## src/rtl/mhd_pkg.sv

```systemverilog
// Shared types and helpers for the Hamming-distance error monitor:
// FSM state encoding, population count and saturating increment.
package mhd_pkg;

   typedef enum logic [1:0] {
      IDLE  = 2'd0,
      RUN   = 2'd1,
      DRAIN = 2'd2,
      DONE  = 2'd3
   } state_t;

   // Helpers operate on a wide container so any OUT_W/CNT_W up to 64 fits.
   localparam int unsigned MAX_W = 64;
   typedef logic [MAX_W-1:0] wide_t;

   function automatic int unsigned f_popcount(input wide_t v, input int unsigned w);
      int unsigned n;
      n = 0;
      for (int unsigned i = 0; i < MAX_W; i++) begin
         if ((i < w) && v[i]) n++;
      end
      return n;
   endfunction

   // Increment that sticks at the all-ones value of a w-bit counter.
   function automatic wide_t f_sat_inc(input wide_t v, input int unsigned w);
      wide_t lim;
      lim = (w >= MAX_W) ? '1 : ((wide_t'(1) << w) - wide_t'(1));
      return (v >= lim) ? lim : (v + wide_t'(1));
   endfunction

endpackage

```

## src/rtl/mhd_error_monitor_if.sv

```systemverilog
// Valid/ready channel carrying one exact/approximate output pair per transfer.
interface mhd_error_monitor_if #(
   parameter int unsigned OUT_W = 5
) ();

   logic             in_valid;
   logic             in_ready;
   logic [OUT_W-1:0] exact_po;
   logic [OUT_W-1:0] approx_po;

   modport master (output in_valid, exact_po, approx_po, input in_ready);
   modport slave  (input in_valid, exact_po, approx_po, output in_ready);

endinterface

```

## src/rtl/mhd_bit_counter.sv

```systemverilog
// Saturating up-counter with synchronous clear, used for per-bit mismatch counts.
module mhd_bit_counter
   import mhd_pkg::*;
#(
   parameter int unsigned CNT_W = 16
) (
   input  logic             clk,
   input  logic             rst_n,
   input  logic             clr,
   input  logic             en,
   output logic [CNT_W-1:0] count
);

   always_ff @(posedge clk or negedge rst_n) begin
      if (!rst_n) begin
         count <= '0;
      end else if (clr) begin
         count <= '0;
      end else if (en) begin
         count <= CNT_W'(f_sat_inc(wide_t'(count), CNT_W));
      end
   end

endmodule

```

## src/rtl/mhd_error_monitor.sv

```systemverilog
// Accumulates Hamming-distance statistics between exact and approximate
// partition outputs over a programmed number of samples.
module mhd_error_monitor
   import mhd_pkg::*;
#(
   parameter  int unsigned OUT_W = 5,
   parameter  int unsigned CNT_W = 16,
   localparam int unsigned HD_W  = $clog2(OUT_W + 1),
   localparam int unsigned ACC_W = CNT_W + HD_W
) (
   input  logic                   clk,
   input  logic                   rst_n,
   input  logic                   start,
   input  logic [CNT_W-1:0]       num_samples,
   mhd_error_monitor_if.slave     pair_if,
   output logic                   busy,
   output logic                   done,
   output logic [ACC_W-1:0]       hd_sum,
   output logic [CNT_W-1:0]       err_samples,
   output logic [HD_W-1:0]        max_hd,
   output logic [OUT_W*CNT_W-1:0] bit_err_flat
);

   state_t state, state_nxt;

   logic [CNT_W-1:0] target;
   logic [CNT_W-1:0] accepted;
   logic             run_start;
   logic             xfer;
   logic             last_xfer;

   logic             s1_valid;
   logic [OUT_W-1:0] s1_diff;
   logic [HD_W-1:0]  s1_hd;

   logic [CNT_W-1:0] bit_cnt [OUT_W];

   assign xfer      = pair_if.in_valid && pair_if.in_ready;
   assign last_xfer = xfer && (CNT_W'(accepted + CNT_W'(1)) == target);

   always_ff @(posedge clk or negedge rst_n) begin
      if (!rst_n) state <= IDLE;
      else        state <= state_nxt;
   end

   always_comb begin
      state_nxt = state;
      unique case (state)
         IDLE, DONE: if (start) state_nxt = (num_samples == '0) ? DONE : RUN;
         RUN:        if (last_xfer) state_nxt = DRAIN;
         // stage 1 empties one edge after the last accept; stage 2 retires on that edge
         DRAIN:      if (!s1_valid) state_nxt = DONE;
         default:    state_nxt = IDLE;
      endcase
   end

   always_comb begin
      pair_if.in_ready = (state == RUN) && (accepted < target);
      busy             = (state == RUN) || (state == DRAIN);
      done             = (state == DONE);
      run_start        = start && ((state == IDLE) || (state == DONE));
   end

   always_ff @(posedge clk or negedge rst_n) begin
      if (!rst_n) begin
         s1_valid <= 1'b0;
         s1_diff  <= '0;
         s1_hd    <= '0;
      end else begin
         s1_valid <= xfer;
         if (xfer) begin
            s1_diff <= pair_if.exact_po ^ pair_if.approx_po;
            s1_hd   <= HD_W'(f_popcount(wide_t'(pair_if.exact_po ^ pair_if.approx_po), OUT_W));
         end
      end
   end

   always_ff @(posedge clk or negedge rst_n) begin
      if (!rst_n) begin
         target      <= '0;
         accepted    <= '0;
         hd_sum      <= '0;
         err_samples <= '0;
         max_hd      <= '0;
      end else if (run_start) begin
         target      <= num_samples;
         accepted    <= '0;
         hd_sum      <= '0;
         err_samples <= '0;
         max_hd      <= '0;
      end else begin
         if (xfer) accepted <= CNT_W'(f_sat_inc(wide_t'(accepted), CNT_W));
         if (s1_valid) begin
            hd_sum <= hd_sum + ACC_W'(s1_hd);
            if (s1_hd != '0) err_samples <= CNT_W'(f_sat_inc(wide_t'(err_samples), CNT_W));
            if (s1_hd > max_hd) max_hd <= s1_hd;
         end
      end
   end

   for (genvar i = 0; i < OUT_W; i++) begin : g_bit
      mhd_bit_counter #(.CNT_W(CNT_W)) u_bit_cnt (
         .clk   (clk),
         .rst_n (rst_n),
         .clr   (run_start),
         .en    (s1_valid && s1_diff[i]),
         .count (bit_cnt[i])
      );
   end

   always_comb begin
      bit_err_flat = '0;
      for (int unsigned i = 0; i < OUT_W; i++) begin
         bit_err_flat[i*CNT_W +: CNT_W] = bit_cnt[i];
      end
   end

endmodule

```

## src/flat_wrapper.sv

```systemverilog
// flat-port wrapper written by rule: the top's interface ports become plain ports
module mhd_error_monitor_flat import mhd_pkg::*;
#(
   parameter  int unsigned OUT_W = 5,
   parameter  int unsigned CNT_W = 16,
   localparam int unsigned HD_W  = $clog2(OUT_W + 1),
   localparam int unsigned ACC_W = CNT_W + HD_W
)
  (clk, rst_n, start, num_samples, busy, done, hd_sum, err_samples, max_hd, bit_err_flat, pair_if_in_valid, pair_if_exact_po, pair_if_approx_po, pair_if_in_ready);
  mhd_error_monitor_if #(.OUT_W(OUT_W)) pair_if_i ();
  input  logic clk;
  input  logic rst_n;
  input  logic start;
  input  logic [CNT_W-1:0] num_samples;
  output logic busy;
  output logic done;
  output logic [ACC_W-1:0] hd_sum;
  output logic [CNT_W-1:0] err_samples;
  output logic [HD_W-1:0] max_hd;
  output logic [OUT_W*CNT_W-1:0] bit_err_flat;
  input wire logic [$bits(pair_if_i.in_valid)-1:0] pair_if_in_valid;
  input wire logic [$bits(pair_if_i.exact_po)-1:0] pair_if_exact_po;
  input wire logic [$bits(pair_if_i.approx_po)-1:0] pair_if_approx_po;
  output wire logic [$bits(pair_if_i.in_ready)-1:0] pair_if_in_ready;
  assign pair_if_i.in_valid = pair_if_in_valid;
  assign pair_if_i.exact_po = pair_if_exact_po;
  assign pair_if_i.approx_po = pair_if_approx_po;
  assign pair_if_in_ready = pair_if_i.in_ready;
  mhd_error_monitor #(.OUT_W(OUT_W), .CNT_W(CNT_W)) u_core (.clk(clk), .rst_n(rst_n), .start(start), .num_samples(num_samples), .pair_if(pair_if_i), .busy(busy), .done(done), .hd_sum(hd_sum), .err_samples(err_samples), .max_hd(max_hd), .bit_err_flat(bit_err_flat));
endmodule
```

## config.mk

```make
export PLATFORM = sky130hd
export DESIGN_NAME = mhd_error_monitor_flat
export DESIGN_NICKNAME = d
export VERILOG_FILES = /design/src/rtl/mhd_pkg.sv /design/src/rtl/mhd_error_monitor_if.sv /design/src/rtl/mhd_bit_counter.sv /design/src/rtl/mhd_error_monitor.sv /design/src/flat_wrapper.sv
export SDC_FILE = /design/constraint.sdc
export NUM_CORES = 1
export LEC_CHECK = 0
export ABC_AREA = 0
export CORE_MARGIN = 2
export CORE_UTILIZATION = 55
export CTS_BUF_LIST = sky130_fd_sc_hd__clkbuf_16
export CTS_CLUSTER_DIAMETER = 50
export DETAILED_ROUTE_END_ITERATION = 7
export GPL_ROUTABILITY_DRIVEN = 1
export PLACE_DENSITY_LB_ADDON = 0.12
export SLEW_MARGIN = 40
export SYNTH_ARGS = -nofsm -noshare
export SYNTH_HDL_FRONTEND = slang
export SYNTH_SLANG_ARGS = --single-unit
```

## constraint.sdc

```tcl
create_clock -name clk -period 4.75 [get_ports clk]
set_input_delay 0.95 -clock clk [delete_from_list [all_inputs] [get_ports clk]]
set_output_delay 0.95 -clock clk [all_outputs]
set_load 0.01 [all_outputs]
```

==> impl_results.md, run 1 <==
* CTS resizes at 0
* GRT Total Usage at 26.4%
* DR vias at 8,883
* Routed Antenna Nets at 0
* Synthesis warning total at 0
* Switch share at 37.1%
* HP Class: reg -> reg
* Clock transition at path regs at 0.07 ns
* RSZ-0062 raised after global routing: false
* Die area at 18,600 um^2
* Predominant post-synthesis flop cell: dfrtp_1
* CTS Buffer Depth at 2
* Total grt overflow at 0
* Wirelength per Cell at 16.1 um
* Number of synthesized flops with an enable pin at 0
* Leak at 5.06 nW
* Worst hold slack at 0.505 ns
* Final worst-path cycle share at 77.8%
* Comb pwr share at 33.6%
* CP most frequent cell: a21o_1
* Type of the worst setup path: reg -> out
* Worst R2R Path Depth at 9
* CP Data Required Time at 3.80 ns
* Nature of the critical path endpoint: primary output
* Worst path arrival time at 2.74 ns
* Detailed Place HPWL at 16,500 um
* Hold Path Stages at 2
* Syn-to-layout area delta at 22.9%
* Vias per inst at 5.90
* Hold-fix buffers, CTS at 0
* Sequential share of the synthesized area at 41.8%
* DR top layer: met4
* Clock power share at 29.7%
* Post-Syn Area at 9650 um^2
* Drt drc at 0
* Max-Cap Viols at 0
* CTS sink count at 161
* Syn avg cell area at 8.39 um^2
* Post-layout util at 68.8%
* Root Driver: clkbuf_16
* Largest net degree at the start of global routing at 94
* Clock skew at 0.00977 ns
* Crit path cell chain: ha_1 > a21o_1 > a21o_1 > o211ai_1 > and3_1 > clkdlybuf4s50_1
* WP buf/inv at 1
* Flops & latches, synth at 161
* Post-Route M1 WL at 11,100 um
* Crit-path max FO at 11
* Slowest CP cell: clkdlybuf4s50_1
* Post-CTS Setup Inserts at 0
* Final net count at 1,335
* Peak supply drop at 329 uV
* Syn Nets at 1,217
* Measured slew at the worst slew-check pin at 0.777 ns
* Antenna violations before repair at 0
* Area of the multi-input gates at 5120 um^2
* Fillers at 1,388
* Share of cells above drive strength 1 at 4.68%
* P per Cell Area at 413 nW/um^2
* Register area at 4030 um^2
* Async SR Flop Fraction at 100%
* Final Hold Fails at 0
* Final GP Congestion at 0.879
* CTS tree: built
* Internal power at 0.00308 W
* Reg power frac at 36.6%
* Crit path time final at 3.69 ns
* Drt total wl at 24,200 um
* Critical path's largest stage delay at 0.53 ns
* DRT iter0 DRCs at 663
* Relative slew slack at 48.1%
* Yosys cell types at 71
* Count of final setup violators at 0
* Fin. max-slew vios at 0
* Die span in y at 136 um
* WL met2 at 11,100 um
* # diodes at 0
* DR pass1 iterations at 5
* Synthesized instance count at 1,150
* CTS H-tree depth at 4
* CP Depth at 6
* Critical Path Start Type: flip-flop
* Port bufs at 150
* P_sw at 0.00182 W
* # IOs at 151
* First-pass GRT wire length at 39,500 um
* Row cnt at 48
* Number of CTS-inserted buffers at 17
* Met3 Wirelength at 1610 um
* Die width at 136 um
* Floorplan core area at 17,200 um^2
* Vias in the first global route at 8,010
* Initial Util at 56.0%
* Sum Neg Setup Slack at 0 ns
* Status: finished clean
* Largest delay share family, worst path: compound AO/OA/AOI/OAI gates
* Max Fclk at 0.271 GHz
* Clk Latency, worst-skew pair at 0.44 ns
## flip-flops by register name, summed over array words and instances (netlist names)
| signal | cells |
|---|---|
| u_core.g_bit.u_bit_cnt.count | 80 |
| u_core.hd_sum | 19 |
| u_core.accepted | 16 |
| u_core.err_samples | 16 |
| u_core.target | 16 |
| u_core.s1_diff | 5 |
| u_core.max_hd | 3 |
| u_core.s1_hd | 3 |
| u_core.state | 2 |
| u_core.s1_valid | 1 |
## synth_stat cells, types with 18 or more instances
master    instances  area [um^2]
inv_1            67          251
a21oi_1          73          365
o21ai_1          20          100
o21ai_0         134          671
and3_1           39          244
xor2_1           22          193
xnor2_1          20          175
ha_1             36          450
nor2_1          118          443
nand2_1         122          458
dfrtp_1         161         4030
a31oi_1          18          113
nand3_1          56          280
nor3_1           25          125
clkbuf_1         29          109
## logic make-up after synthesis
kind of cell               share of synthesized area [%]
AOI/OAI and AO/OA                                   20.4
xor gates and xnor gates                            3.81
adders and majority gates                           4.88
buffers and inverters                               5.30
DFF                                                 41.8
muxes                                              0.960
and+or+nand+nor                                     22.9
## worst register-to-register path: stages (launching register included)
cell and delay (ns):
dfrtp_1 0.52, ha_1 0.39, a21o_1 0.19, a21o_1 0.17
o211ai_1 0.30, nand4_1 0.14, buf_4 0.24, nor2b_2 0.51
a41oi_1 0.19, o21a_1 0.15
## metal layers
metal | track usage [%] | up-vias
met5 | 0 | -
met4 | 8.56 | 0
li1 | - | 4331
met1 | 36.6 | 4248
met3 | 5.85 | 26
met2 | 41.3 | 278
## power by group through the flow
stage	clock network [W]	registers, W	logic [W]
after CTS	0.00148	0.00179	0.00165
after floorplan	0	0.00175	0.00116
after detailed placement	0	0.00181	0.00164
after global routing	0.00153	0.00183	0.00186
final	0.00146	0.00179	0.00165
after global placement	0	0.00180	0.00159
## path summary, 6_finish.rpt
path,startpoint,slack [ns],to
setup / recovery,u_core.accepted[11]$_DFFE_PN0P_,1.06,pair_if_in_ready
min in group asynchronous,rst_n,0.53,u_core.err_samples[10]$_DFFE_PN0P_
max in group asynchronous,rst_n,3.37,u_core.hd_sum[8]$_DFFE_PN0P_
setup reg to reg,u_core.accepted[11]$_DFFE_PN0P_,1.84,u_core.accepted[9]$_DFFE_PN0P_
hold / removal,u_core.target[0]$_DFFE_PN0P_,0.51,u_core.target[0]$_DFFE_PN0P_
hold reg to reg,u_core.target[0]$_DFFE_PN0P_,0.51,u_core.target[0]$_DFFE_PN0P_
## area by class of cell
type | instances | share of cell area [%]
clock buffer | 17 | 3.59
clock inverter | 15 | 1.62
inverter | 68 | 2.15
multi-input combinational | 866 | 43.2
sequential | 161 | 34.0
tap | 225 | 2.37
timing repair buffer | 154 | 13.1
## placed cells by master, fill, tap and decap left out, types with 5 or more instances in the layout
cell             instances
nor3_1                  25
ha_1                    36
a21o_1                  11
a41oi_1                  5
nand3_1                 56
nand4_1                 14
o21ai_1                 20
and2_1                  10
xor2_1                  22
mux2i_1                  7
nor2_1                 117
inv_1                   68
a31oi_1                 18
nor4_1                  10
clkdlybuf4s50_1        149
clkbuf_16               17
nor2b_1                 11
dfrtp_1                161
a211oi_1                14
o21a_1                   5
o21ai_0                134
xnor2_1                 20
nand2_1                122
and3_1                  39
a311oi_1                14
a21oi_1                 70
and4_1                   6
a22o_1                  14
## metrics by stage
stage,power (W),setup WS (ns),cells,cell area (um^2)
2_1_floorplan,0.00291,1.75,1150,9650
3_3_place_gp,0.00339,1.12,1474,11200
3_5_place_dp,0.00345,0.978,1474,11200
4_1_cts,0.00492,1.06,1506,11900
5_1_grt,0.00521,0.984,1506,11900
6_report,0.00490,1.06,1506,11900
(Power assumes the default switching activity.)
==> inputs of run 2 (changes only) <==
Settings changed: CORE_UTILIZATION 55 to 50.
Clock period 4.75 ns to 3 ns, I/O delays scaled along.
==> run 2 against run 1 <==
Final cell count increased by 5.8%. Combinational power grew 87%. Critical path depth is 10 higher. Clock skew down 0.00055 ns. Sequential power up 57%. Count of clock-buffer cells in the layout is the same. Cell area up 4.7%. Via count grew 3.1%. Wire length rose by 6.7%.
==> impl_results.md, run 2 (synthesis gave the netlist of run 1 again) <==
* GRT Total Usage at 25.3% (-1.1 points)
* DR pass1 iterations at 5 (unchanged)
* Max Fclk at 0.338 GHz
* DRT iter0 DRCs at 551 (-17%)
* Crit path time final at 2.96 ns
* Port bufs at 150 (unchanged)
* Type of the worst setup path: reg -> reg
* P per Cell Area at 664 nW/um^2 (+61%)
* CP most frequent cell: buf_4
* Wirelength per Cell at 16.2 um (+0.80%)
* Final net count at 1,388 (+4.0%)
* Final Hold Fails at 0 (unchanged)
* Clock skew at 0.00922 ns (-0.000549 ns)
* Drt drc at 0 (unchanged)
* Die area at 20,400 um^2 (+9.7%)
* Critical path's largest stage delay at 0.39 ns (-0.14 ns)
* Critical Path Start Type: flip-flop
* Most frequent cells in the layout: 159 x dfrtp_1, 148 x clkdlybuf4s50_1, 134 x o21ai_0
* Max-Cap Viols at 0 (unchanged)
* Routed Antenna Nets at 0 (unchanged)
* Measured slew at the worst slew-check pin at 0.707 ns (-0.0693 ns)
* Final GP Congestion at 0.888 (+0.97%)
* Most common cell after layout, fill and taps aside: dfrtp_1
* First-pass GRT wire length at 41,900 um (+6.2%)
* Clock transition at path regs at 0.07 ns (about the same)
* Largest net degree at the start of global routing at 58 (-38%)
* Nature of the critical path endpoint: flip-flop
* Number of CTS-inserted buffers at 17 (unchanged)
* Initial Util at 51.2% (-4.7 points)
* Biggest register: u_core.g_bit.u_bit_cnt.count
* # diodes at 0 (unchanged)
* Die width at 143 um (+4.7%)
* Detailed Place HPWL at 17,600 um (+6.7%)
* Sum Neg Setup Slack at 0 ns (unchanged)
* Worst path arrival time at 3.28 ns (+0.54 ns)
* Drt total wl at 25,800 um (+6.7%)
* Vias in the first global route at 8,320 (+3.9%)
* CP Data Required Time at 3.32 ns (-0.48 ns)
* Crit-path max FO at 12 (+1)
* Leak at 5.36 nW (+6.0%)
* Syn-to-layout area delta at 28.7%
* Peak supply drop at 500 uV (+52%)
* Hold-fix buffers, CTS at 0 (unchanged)
* Total grt overflow at 0 (unchanged)
* Clk Latency, worst-skew pair at 0.43 ns (about the same)
* CTS sink count at 161 (unchanged)
* CTS H-tree depth at 4 (unchanged)
* Crit path cell chain: inv_2 > ha_4 > a21o_1 > a21o_1 > o211ai_1 > buf_4 > buf_4 > buf_4 > buf_4 > buf_4 > nand4_1 > buf_12 > buf_4 > clkinv_8 > a21oi_1 > a311oi_1
* CTS tree: built
* # IOs at 151 (unchanged)
* Floorplan core area at 18,800 um^2 (+9.2%)
* Count of final setup violators at 0 (unchanged)
* DR vias at 9,161 (+3.1%)
* Fin. max-slew vios at 0 (unchanged)
* Root Driver: clkbuf_16
* Die span in y at 143 um (+4.7%)
* Slowest CP cell: dfrtp_1
* Final worst-path cycle share at 98.7%
* Relative slew slack at 52.8% (+4.7 points)
* Antenna violations before repair at 1 (+1)
* Total power at 0.00825 W (+68%)
* HP Class: in -> async
* Vias per inst at 5.75 (-2.6%)
* Status: finished clean
* Share of cells above drive strength 1 at 9.30% (+4.6 points)
* Leading registers by flop count: u_core.g_bit.u_bit_cnt.count x80, u_core.hd_sum x19
* CTS Buffer Depth at 2 (unchanged)
* Max FFs per register at 80 (unchanged)
* Row cnt at 50 (+4.2%)
-- run 2: cell types whose count changed in the layout (fill, tap and decap cells not counted), sizes merged --
cell,delta
buf,+52
clkinvlp,-1
inv,+1
clkdlybuf4s50,-1
dlygate4sd2,+1
clkbuf,+1
-- run 2: worst paths after layout --
path	start	to	slack, ns	depth (start not counted)
worst min register to register	u_core.target[0]$_DFFE_PN0P_	u_core.target[0]$_DFFE_PN0P_	0.52	2
worst min-delay path	rst_n	u_core.err_samples[7]$_DFFE_PN0P_	0.13	1
worst max-delay path	u_core.target[11]$_DFFE_PN0P_	u_core.accepted[11]$_DFFE_PN0P_	0.04	16
max in group asynchronous	rst_n	u_core.g_bit[4].u_bit_cnt.count[8]$_DFFE_PN0P_	2.06	2
min in group clk	u_core.target[0]$_DFFE_PN0P_	u_core.target[0]$_DFFE_PN0P_	0.52	2
worst max register to register	u_core.target[11]$_DFFE_PN0P_	u_core.accepted[11]$_DFFE_PN0P_	0.04	16
-- run 2: timing repair --
action                     4_1_cts  5_1_grt
pin swaps                        1       12
setup endpoints to repair        1       21
setup buffers                    7       14
gates resized for setup          2       21
cloned                           0        1
-- run 2: cell type report --
class                           count  area [um^2]
Fill cell                        1562         6410
Sequential cell                   161         4030
Timing Repair Buffer              207         1980
Clock buffer                       17          425
Tap cell                          260          325
Inverter                           68          268
Multi-Input combinational cell    866         5180
Clock inverter                     15          206
-- run 2: through the flow --
| step | std cells | setup WS, ns | instance area [um^2] | utilization [%] | hold WS [ns] |
|---|---|---|---|---|---|
| final | 1594 | 0.0389 | 12400 | 65.9 | 0.135 |
| after global routing | 1594 | -0.0713 | 12400 | 65.9 | 0.174 |
| after CTS | 1580 | -0.0151 | 12200 | 64.8 | 0.150 |
| after detailed placement | 1541 | -0.373 | 11500 | 61.2 | 0.503 |
| after global placement | 1541 | -0.291 | 11500 | 61.2 | 0.493 |
| after floorplan | 1150 | 0.347 | 9650 | - | 0.304 |
-- run 2: per-layer routing --
| metal | routed length [um] | track usage (%) | vias to the layer above |
|---|---|---|---|
| met1 | 12000 | 36.0 | 4395 |
| met4 | 579 | 9.33 | 2 |
| met3 | 1670 | 5.40 | 47 |
| met5 | 10 | 0 | - |
| li1 | - | - | 4432 |
| met2 | 11500 | 38.1 | 285 |
-- run 2: worst max-delay path, delay by kind of cell (launching register included) --
family | cells | cell delay (ns)
compound gates | 5 | 0.90
fa+ha+maj | 1 | 0.21
buf+inv | 9 | 1.13
flops | 1 | 0.39
simple gates | 1 | 0.21
-- run 2: power by group --
group	switching (W)	internal, W	leakage, nW
combinational	0.00175	0.00134	2.88
clock	0.000944	0.00141	0.306
sequential	0.000351	0.00246	2.18
total	0.00305	0.00520	5.36
==> inputs of run 3 (changes only) <==
Settings changed: CTS_CLUSTER_SIZE set to 8, PLACE_DENSITY set to 0.78, PLACE_DENSITY_LB_ADDON 0.12 to unset.
==> run 3 against run 2 <==
Count of clock-buffer cells in the layout unchanged. Sequential power about the same. Non-clock buffer count is 18 lower. Maximum frequency grew 2.0%. Register-to-register slack improved by 0.44 ns. Worst hold slack better by 0.0064 ns. Global-route usage decreased by 0.17 points. Sequential share of layout area is 0.69 points higher. Clock skew is essentially flat. Clock power is 7% lower. Via count down 0.25%. Largest power group is now registers. Highest routed layer is now met4.
==> impl_results.md, run 3 (synthesis gave the netlist of run 1 again) <==
* DR vias at 9,138 (-0.25%)
* Leading registers by flop count: u_core.g_bit.u_bit_cnt.count x80, u_core.hd_sum x19
* Nature of the critical path endpoint: primary output
* Wirelength per Cell at 16.0 um (-1.5%)
* Hold-fix buffers, CTS at 0 (unchanged)
* RSZ-0062 raised after global routing: false
* Leak at 5.21 nW (-2.9%)
* Syn-to-layout area delta at 26.0%
* Die width at 143 um (unchanged)
* Drt drc at 0 (unchanged)
* Biggest register: u_core.g_bit.u_bit_cnt.count
* # diodes at 0 (unchanged)
* Port bufs at 150 (unchanged)
* Final Hold Fails at 0 (unchanged)
* Type of the worst setup path: reg -> out
* Count of final setup violators at 0 (unchanged)
* Largest delay share family, worst path: simple AND/OR/NAND/NOR gates
* CTS tree: built
* Antenna violations before repair at 0 (-1)
* Crit path time final at 2.90 ns (-0.0594 ns)
* Max-Cap Viols at 0 (unchanged)
* GRT Total Usage at 25.1% (-0.17 points)
* Clock transition at path regs at 0.07 ns (about the same)
* Initial Util at 51.2% (unchanged)
* Number of CTS-inserted buffers at 17 (unchanged)
* Critical Path Start Type: flip-flop
* Critical path's largest stage delay at 0.43 ns (+0.04 ns)
* Clk Latency, worst-skew pair at 0.43 ns (about the same)
* Most frequent cells in the layout: 160 x dfrtp_1, 148 x clkdlybuf4s50_1, 134 x o21ai_0
* Slowest CP cell: dfrtp_1
* WP buf/inv at 1 (-8)
* Die span in y at 143 um (unchanged)
* Floorplan core area at 18,800 um^2 (unchanged)
* Final cell count without fillers at 1,576 (-1.1%)
* Max FFs per register at 80 (unchanged)
* Share of cells above drive strength 1 at 7.45% (-1.8 points)
* First-pass GRT wire length at 41,600 um (-0.79%)
* Final GP Congestion at 0.907 (+2.2%)
* P per Cell Area at 639 nW/um^2 (-3.9%)
* Vias per inst at 5.80 (+0.89%)
* Status: finished clean
* R2R Path Start: u_core.accepted[15]$_DFFE_PN0P_
* DRT iter0 DRCs at 606 (+10%)
* Sum Neg Setup Slack at 0 ns (unchanged)
* Final worst-path cycle share at 96.7% (-2.0 points)
* Critical Path Start: u_core.accepted[15]$_DFFE_PN0P_
* CTS sink count at 161 (unchanged)
* DR pass1 iterations at 6 (+1)
* Clock skew at 0.00934 ns (+0.000112 ns)
* Drt total wl at 25,100 um (-2.6%)
* CP Data Required Time at 2.40 ns (-0.92 ns)
* Max Fclk at 0.345 GHz (+2.0%)
* Relative slew slack at 53.7% (+0.87 points)
* Placed cell count at 1,541 (unchanged)
* Measured slew at the worst slew-check pin at 0.688 ns (-0.0194 ns)
* Peak supply drop at 408 uV (-18%)
* Final net count at 1,370 (-1.3%)
* CTS H-tree depth at 4 (unchanged)
* Die area at 20,400 um^2 (unchanged)
* Total grt overflow at 0 (unchanged)
* Detailed Place HPWL at 17,800 um (+0.96%)
* Row cnt at 50 (unchanged)
* Worst path arrival time at 2.30 ns (-0.98 ns)
* Crit-path max FO at 3 (-9)
* Most common cell after layout, fill and taps aside: dfrtp_1
* Total power at 0.00776 W (-5.9%)
* R2r setup slk at 0.48 ns (+0.44 ns)
* Fin. max-slew vios at 0 (unchanged)
* Crit path cell chain: ha_1 > nand4_1 > or2_0 > or2_2 > and3_1 > dlygate4sd2_1
* Vias in the first global route at 8,367 (+0.56%)
* Largest net degree at the start of global routing at 64 (+10%)
* HP Class: in -> async
* Fillers at 1,567 (+0.32%)
* CTS Buffer Depth at 2 (unchanged)
* Routed Antenna Nets at 0 (unchanged)
* # IOs at 151 (unchanged)
* Root Driver: clkbuf_16
run 3: cell count changes in the layout (fill, tap and decap cells not counted), sizes merged:
cell | before | now
buf | 57 | 40
clkinv | 7 | 3
clkbuf | 18 | 17
bufinv | 4 | 2
inv | 71 | 72
clkinvlp | 1 | 6
run 3: final cells by class:
class                      count  area [um^2]  area share, %
clock buffer                  17          425           3.50
multi-input combinational    866         5140           42.3
timing repair buffer         189         1820           15.0
clock inverter                15          158           1.30
sequential                   161         4030           33.2
tap                          260          325           2.68
inverter                      68          255           2.10
run 3: report_power, final:
group,internal (W),switching (W)
logic,0.00115,0.00164
registers,0.00246,0.000342
clock network,0.00123,0.000946
total,0.00484,0.00293
run 3: per-stage QoR:
step | utilization, % | hold slack [ns] | area [um^2] | setup WS (ns)
after CTS | 64.4 | 0.184 | 12100 | 0.0940
final | 64.6 | 0.141 | 12200 | 0.0983
after global routing | 64.6 | 0.186 | 12200 | 0.00241
after detailed placement | 61.2 | 0.475 | 11500 | -0.338
after floorplan | - | 0.304 | 9650 | 0.347
after global placement | 61.2 | 0.471 | 11500 | -0.263
run 3: layer usage:
metal  vias to the layer above  global-route usage, %  routed length [um]
li1                       4394                      -                   -
met2                       289                   40.0               11900
met1                      4418                   34.9               11300
met4                         0                   6.31                 361
met3                        37                   5.73                1590
met5                         -                      0                   0
run 3: final timing paths:
path | endpoint | cells past startpoint
worst max-delay path | pair_if_in_ready | 6
worst min-delay path | u_core.err_samples[3]$_DFFE_PN0P_ | 1
worst max register to register | u_core.accepted[14]$_DFFE_PN0P_ | 9
worst min register to register | u_core.target[0]$_DFFE_PN0P_ | 2
max in group asynchronous | u_core.hd_sum[13]$_DFFE_PN0P_ | 2
min in group clk | u_core.target[0]$_DFFE_PN0P_ | 2
run 3: worst register-to-register path: stages, from the launching register on:
cell and delay, ns:
dfrtp_1 0.43, ha_1 0.35, nand4_1 0.09, or2_0 0.25, or2_2 0.30, nand4_1 0.16, buf_4 0.28, nor2b_1 0.12
and4b_1 0.19, a211oi_1 0.25
run 3: what timing repair did:
item,4_1_cts,5_1_grt
hold endpoints to repair,0,0
endpoints found under the setup margin,1,2
cloned,0,0
setup buffers,2,1
pin swaps,1,0
gates resized for setup,2,4
